[src/rtl/reg_delay.sv]
// Fixed-length, clock-enabled register delay line for aligning DSP pipeline branches.
// len==0 degenerates to a wire; otherwise dout is the last of len gated registers.
module reg_delay #(
    parameter int dw  = 36,
    parameter int len = 6
) (
    input  logic          clk,
    input  logic          reset,
    input  logic          gate,
    input  logic [dw-1:0] din,
    output logic [dw-1:0] dout
);

    generate
        if (len == 0) begin : g_passthru
            // Control inputs are deliberately ignored in the pass-through build.
            logic unused_ctrl;
            assign unused_ctrl = ^{clk, reset, gate};
            assign dout = din;
        end else begin : g_pipe
            logic [dw-1:0] sr [len] = '{default: '0};

            always_ff @(posedge clk) begin
                if (reset) begin
                    for (int k = 0; k < len; k++) begin
                        sr[k] <= '0;
                    end
                end else if (gate) begin
                    sr[0] <= din;
                    for (int k = 1; k < len; k++) begin
                        sr[k] <= sr[k-1];
                    end
                end
            end

            assign dout = sr[len-1];
        end
    endgenerate

endmodule

[config.mk]
export PLATFORM = sky130hd
export DESIGN_NAME = reg_delay
export DESIGN_NICKNAME = d
export VERILOG_FILES = /design/src/rtl/reg_delay.sv
export SDC_FILE = /design/constraint.sdc
export NUM_CORES = 1
export LEC_CHECK = 0
export CAP_MARGIN = 30
export CORE_MARGIN = 2
export CORE_UTILIZATION = 35
export DETAILED_ROUTE_END_ITERATION = 8
export REMOVE_ABC_BUFFERS = 1
export SYNTH_ARGS = -nofsm -noshare
export SYNTH_HDL_FRONTEND = slang
export SYNTH_SLANG_ARGS = --single-unit
[constraint.sdc]
create_clock -name clk -period 21 [get_ports clk]
set_clock_uncertainty 0.2 [all_clocks]
set_input_delay 5.25 -clock clk [delete_from_list [all_inputs] [get_ports clk]]
set_output_delay 5.25 -clock clk [all_outputs]
set_load 0.03 [all_outputs]
==> reports/results.ini, run 1 <==
[status]
status=complete, no violations

[sta]
worstMarginPinSlew_ns=0.902
worst_slack_ns=13.65
slew_viol_final=0
setup_viol=0
maxSlewHeadroom_pct=39.9
holdWs_ns=0.331
finalHoldViolations=0
period_share_pct=35.0
final.min_clock_period_ns=7.35
fin_setup_tns_ns=0
fmax_mhz=136
rsz0062_at_grt=no

[worst_setup_path]
setup.worst_path.start_class=input pin
crit-reg2reg-launch=g_pipe.sr[0][64]
arrival_ns=7.27
reg2reg_slack_ns=20.00
crit_type=in2reg
worstPathRequired_ns=20.92
worstSetupEndpointType=flip-flop
r2r_cells=1
reg2reg_to=g_pipe.sr[0][100]
worstPathMaxFanout=76

[final_layout]
largestRegisters=g_pipe.sr (216)
largest-register=g_pipe.sr
area_growth_syn_to_layout_pct=14.7
regArea_sq_um=6490
drive_gt1_share_pct=7.43
nets=577
largest_register_ffs=216
diodes=0
multiInputGateArea_sq_um=1900
finalNonFillerCells=882
fillers=2259

[clocking]
clk_latency_ns=0.51
clock_sinks=216
cts_tree=built
cts_resized=0
cts_buffer_depth=3
cts-root-buf=clkbuf_16
holdBufCountCts=0
htreeDepth=1
cts-buffers-inserted=22
cts.clk_slew.worst_paths_ns=0.06
cts_setup_buffers=0

[yosys]
synth-seq-cells=216
synth_area_sq_um=9010
avgSynthCellArea_sq_um=17.4
seq_area_frac_synth_pct=72.0
yosysTopAreaCellShare_pct=72.0
synth_largest_area_cell=edfxtp_1
synthTopCellsByArea=edfxtp_1, and3b_1, buf_4
yosysWarnings=0
ys_types=9
netlist_instances=517

[global_route]
grt_pass1_vias=3789
grt_max_degree=147
gr-usage-all-layers_pct=8.78
grt_pass1_wl_um=19400
antenna_found_initial=0
overflow=0

[placed_design]
dpl.hpwl_um=6190
gp_congestion=0.609
dp_slack_ns=13.03
portBuffers=74
dp.cells=841

[worst_hold_path]
worstHoldStart=g_pipe.sr[0][169]
hold_class=reg2reg
hold_end=g_pipe.sr[0][205]
hold_depth=1

[routing]
ant_nets=0
drc=0
dr_wl_met3_um=557
firstDrtPassIters=3
wl_met2_um=5580
drtIter0Drc=314
post_drt_wl_per_cell_um=13.4
vias=3872
top_layer_used=met4
met1Wirelength_um=5430
avgViaCountPerCell=4.39
postRouteWirelength_um=11900

[run]
drv_cap=0

[pwr]
ir_drop_mv=0.0464
powerDensity_nw_per_um2=90.4
p_leak_nw=4.63

[die]
die_x_um=164
ios=75
design.core.area_sq_um=25300
start_util_pct=35.7
die_h_um=164
rows=58
dieArea_sq_um=27000

power breakdown:
part           switching (W)  internal, W
clock               0.000152     0.000216
sequential        0.00000594     0.000504
combinational      0.0000308    0.0000255
placed cells by master, fill, tap and decap left out:
| cell type | netlist | routed |
|---|---|---|
| and3b_1 | 216 | 216 |
| edfxtp_1 | 216 | 216 |
| clkdlybuf4s50_1 | 0 | 72 |
| clkbuf_16 | 0 | 22 |
| clkinv_1 | 0 | 6 |
| buf_4 | 36 | 6 |
| clkinv_2 | 0 | 5 |
| buf_16 | 0 | 3 |
| bufinv_16 | 0 | 2 |
| or2_4 | 0 | 1 |
| clkinv_8 | 0 | 1 |
| clkbuf_1 | 8 | 1 |
| clkinv_4 | 0 | 1 |
worst max-delay path, cell delays in order:
cell and delay, ns:
buf_4 0.42, or2_4 0.72, buf_4 0.83
layout make-up:
type | count | share of cell area, %
Tap cell | 330 | 4.00
Multi-Input combinational cell | 217 | 18.4
Timing Repair Buffer | 81 | 8.21
Clock buffer | 23 | 5.36
Sequential cell | 216 | 62.8
Clock inverter | 15 | 1.28
how the worst max path moves through the flow:
stage	depth (start not counted)	slack (ns)	from	end
CTS	3	13.55	gate	g_pipe.sr[0][160]
global placement	3	13.15	gate	g_pipe.sr[0][184]
global route	3	13.39	reset	g_pipe.sr[0][185]
detailed placement	3	13.03	reset	g_pipe.sr[0][190]
floorplan	1	10.26	reset	g_pipe.sr[0][0]
finish	3	13.65	gate	g_pipe.sr[0][185]
Yosys cell counts (all sizes together):
cell	count
or2	1
edfxtp	216
buf	72
and3b	216
clkbuf	12
cell families after synthesis:
family	synth area share [%]
simple gates	21.1
buf+inv	6.97
flops	72.0
metrics by stage:
stage                     total power, W  util (%)  cell area (sq um)
final                           0.000934      40.9              10300
after global routing            0.000972      40.9              10300
after CTS                       0.000946      40.6              10300
after detailed placement        0.000575      37.9               9570
after global placement          0.000572      37.9               9570
after floorplan                 0.000548         -               8380
per-layer routing:
metal,vias up,global-route usage (%)
met5,-,0
met4,0,3.68
met3,22,1.93
met2,62,13.9
met1,1821,11.7
li1,1967,-
(Power assumes the default switching activity.)
==> inputs of run 2 (changes only) <==
clock period = 7 ns   (was 21 ns; I/O delays follow)
==> reports/results.ini, run 2 (synthesis results as in run 1) <==
[worst_hold_path]
hold_class=reg2reg

[sta]
holdWs_ns=0.350  ; +0.0193 ns
maxSlewHeadroom_pct=55.0  ; +15 points
slew_viol_final=0  ; unchanged
rsz0062_at_grt=no
fmax_mhz=279
finalHoldViolations=0  ; unchanged
period_share_pct=51.2
worstMarginPinSlew_ns=0.675  ; -0.227 ns
final.min_clock_period_ns=3.58
setup_viol=0  ; unchanged

[final_layout]
area_growth_syn_to_layout_pct=14.2
diodes=0  ; unchanged
largest-register=g_pipe.sr
nets=576  ; -0.17%
drive_gt1_share_pct=6.88  ; -0.54 points
largest_register_ffs=216  ; unchanged
largestRegisters=g_pipe.sr (216)
final_cell_mix=and3b_1, edfxtp_1, clkdlybuf4s50_1

[worst_setup_path]
startpoint=gate
cp-endpoint=g_pipe.sr[0][172]
worstSetupEndpointType=flip-flop
slowest_stage=buf_12
arrival_ns=3.49  ; -3.78 ns
r2r_cells=1  ; unchanged
reg2reg_slack_ns=6.00  ; -14.00 ns
reg2reg_to=g_pipe.sr[0][213]
path_cells=buf_4 -> or2_4 -> buf_12
worstPathMaxFanout=135  ; +78%
worstPathRequired_ns=6.91  ; -14.01 ns
crit_type=in2reg
crit-reg2reg-launch=g_pipe.sr[0][177]
setup.worst_path.start_class=input pin
critPathMaxStageDelay_ns=0.59  ; -0.24 ns

[pwr]
combPwrFrac_pct=6.2  ; +0.2 points
power_w=0.00275  ; +190%
p_int_w=0.00219  ; +190%
p_sw_w=0.000560  ; +200%
pwr-share-clk_pct=38.1  ; -1.3 points
p_seq_share_pct=55.7  ; +1.1 points
powerDensity_nw_per_um2=267  ; +190%
p_leak_nw=4.61  ; -0.45%
switching_share_pct=20.4  ; +0.17 points
ir_drop_mv=0.130  ; +180%

[routing]
postRouteWirelength_um=12200  ; +2.8%
avgViaCountPerCell=4.42  ; +0.65%
drc=0  ; unchanged
ant_nets=0  ; unchanged
drtIter0Drc=254  ; -19%
post_drt_wl_per_cell_um=13.8  ; +2.8%
firstDrtPassIters=4  ; +1
vias=3897  ; +0.65%

[die]
die_x_um=164  ; unchanged
design.core.area_sq_um=25300  ; unchanged
die_h_um=164  ; unchanged
start_util_pct=35.7  ; unchanged
dieArea_sq_um=27000  ; unchanged
rows=58  ; unchanged
ios=75  ; unchanged

[global_route]
antenna_found_initial=0  ; unchanged
grt_pass1_vias=3807  ; +0.48%
overflow=0  ; unchanged
gr-usage-all-layers_pct=8.83  ; +0.043 points
grt_max_degree=139  ; -5.4%
grt_pass1_wl_um=19700  ; +1.4%

[clocking]
cts-root-buf=clkbuf_16
cts_setup_buffers=0  ; unchanged
clock_sinks=216  ; unchanged
cts_tree=built
cts-buffers-inserted=22  ; unchanged
htreeDepth=1  ; unchanged
holdBufCountCts=0  ; unchanged
cts_buffer_depth=3  ; unchanged
cts.clk_slew.worst_paths_ns=0.06  ; about the same
cts_resized=0  ; unchanged
clk_latency_ns=0.49  ; -0.02 ns

[placed_design]
gp_congestion=0.604  ; -0.72%
dpl.hpwl_um=6270  ; +1.3%
portBuffers=74  ; unchanged

[status]
status=complete, no violations

[run]
drv_cap=0  ; unchanged

## run 2: how the worst min path moves through the flow
stage / start / to / slack [ns] / cells after the start
5_1_grt: g_pipe.sr[0][25] / g_pipe.sr[0][61] / 0.36 / 1
2_1_floorplan: g_pipe.sr[0][64] / g_pipe.sr[0][100] / 0.33 / 1
4_1_cts: g_pipe.sr[0][87] / g_pipe.sr[0][123] / 0.34 / 1
3_3_place_gp: g_pipe.sr[0][83] / g_pipe.sr[0][119] / 0.33 / 1
6_report: g_pipe.sr[0][25] / g_pipe.sr[0][61] / 0.35 / 1
3_5_place_dp: g_pipe.sr[0][19] / g_pipe.sr[0][55] / 0.34 / 1
## run 2: stage by stage
step | setup TNS [ns] | utilization, % | instances | setup WS (ns) | area (sq um)
floorplan | -51.15 | - | 433 | -0.237 | 8380
CTS | 0 | 40.5 | 880 | 3.44 | 10200
finish | 0 | 40.8 | 882 | 3.42 | 10300
detailed placement | 0 | 38.0 | 841 | 2.92 | 9590
global route | 0 | 40.8 | 882 | 3.26 | 10300
global placement | 0 | 37.9 | 840 | 2.62 | 9570
## run 2: layout make-up
type	instances	area, sq um
Clock inverter	13	60.1
Tap cell	330	413
Sequential cell	216	6490
Fill cell	2283	15000
Clock buffer	26	587
Timing Repair Buffer	80	846
Multi-Input combinational cell	217	1900
## run 2: routing by layer
layer  vias to the layer above  wire (um)  global-route usage (%)
met5                         -          0                       0
met4                         0        216                    3.08
met3                        22        621                    2.16
met2                        70       5350                    12.7
met1                      1830       6000                    13.0
li1                       1975          -                       -
## run 2: power groups by stage
stage | clock [W] | sequential (W) | combinational (W)
2_1_floorplan | 0 | 0.00159 | 0.0000550
3_3_place_gp | 0 | 0.00156 | 0.000164
3_5_place_dp | 0 | 0.00156 | 0.000170
6_report | 0.00104 | 0.00153 | 0.000170
5_1_grt | 0.00113 | 0.00154 | 0.000186
4_1_cts | 0.00108 | 0.00153 | 0.000170
## run 2: worst max-delay path, delay by kind of cell
family	cells	cell delay [ns]
AND/OR/NAND/NOR	1	0.57
buffers and inverters	2	1.06
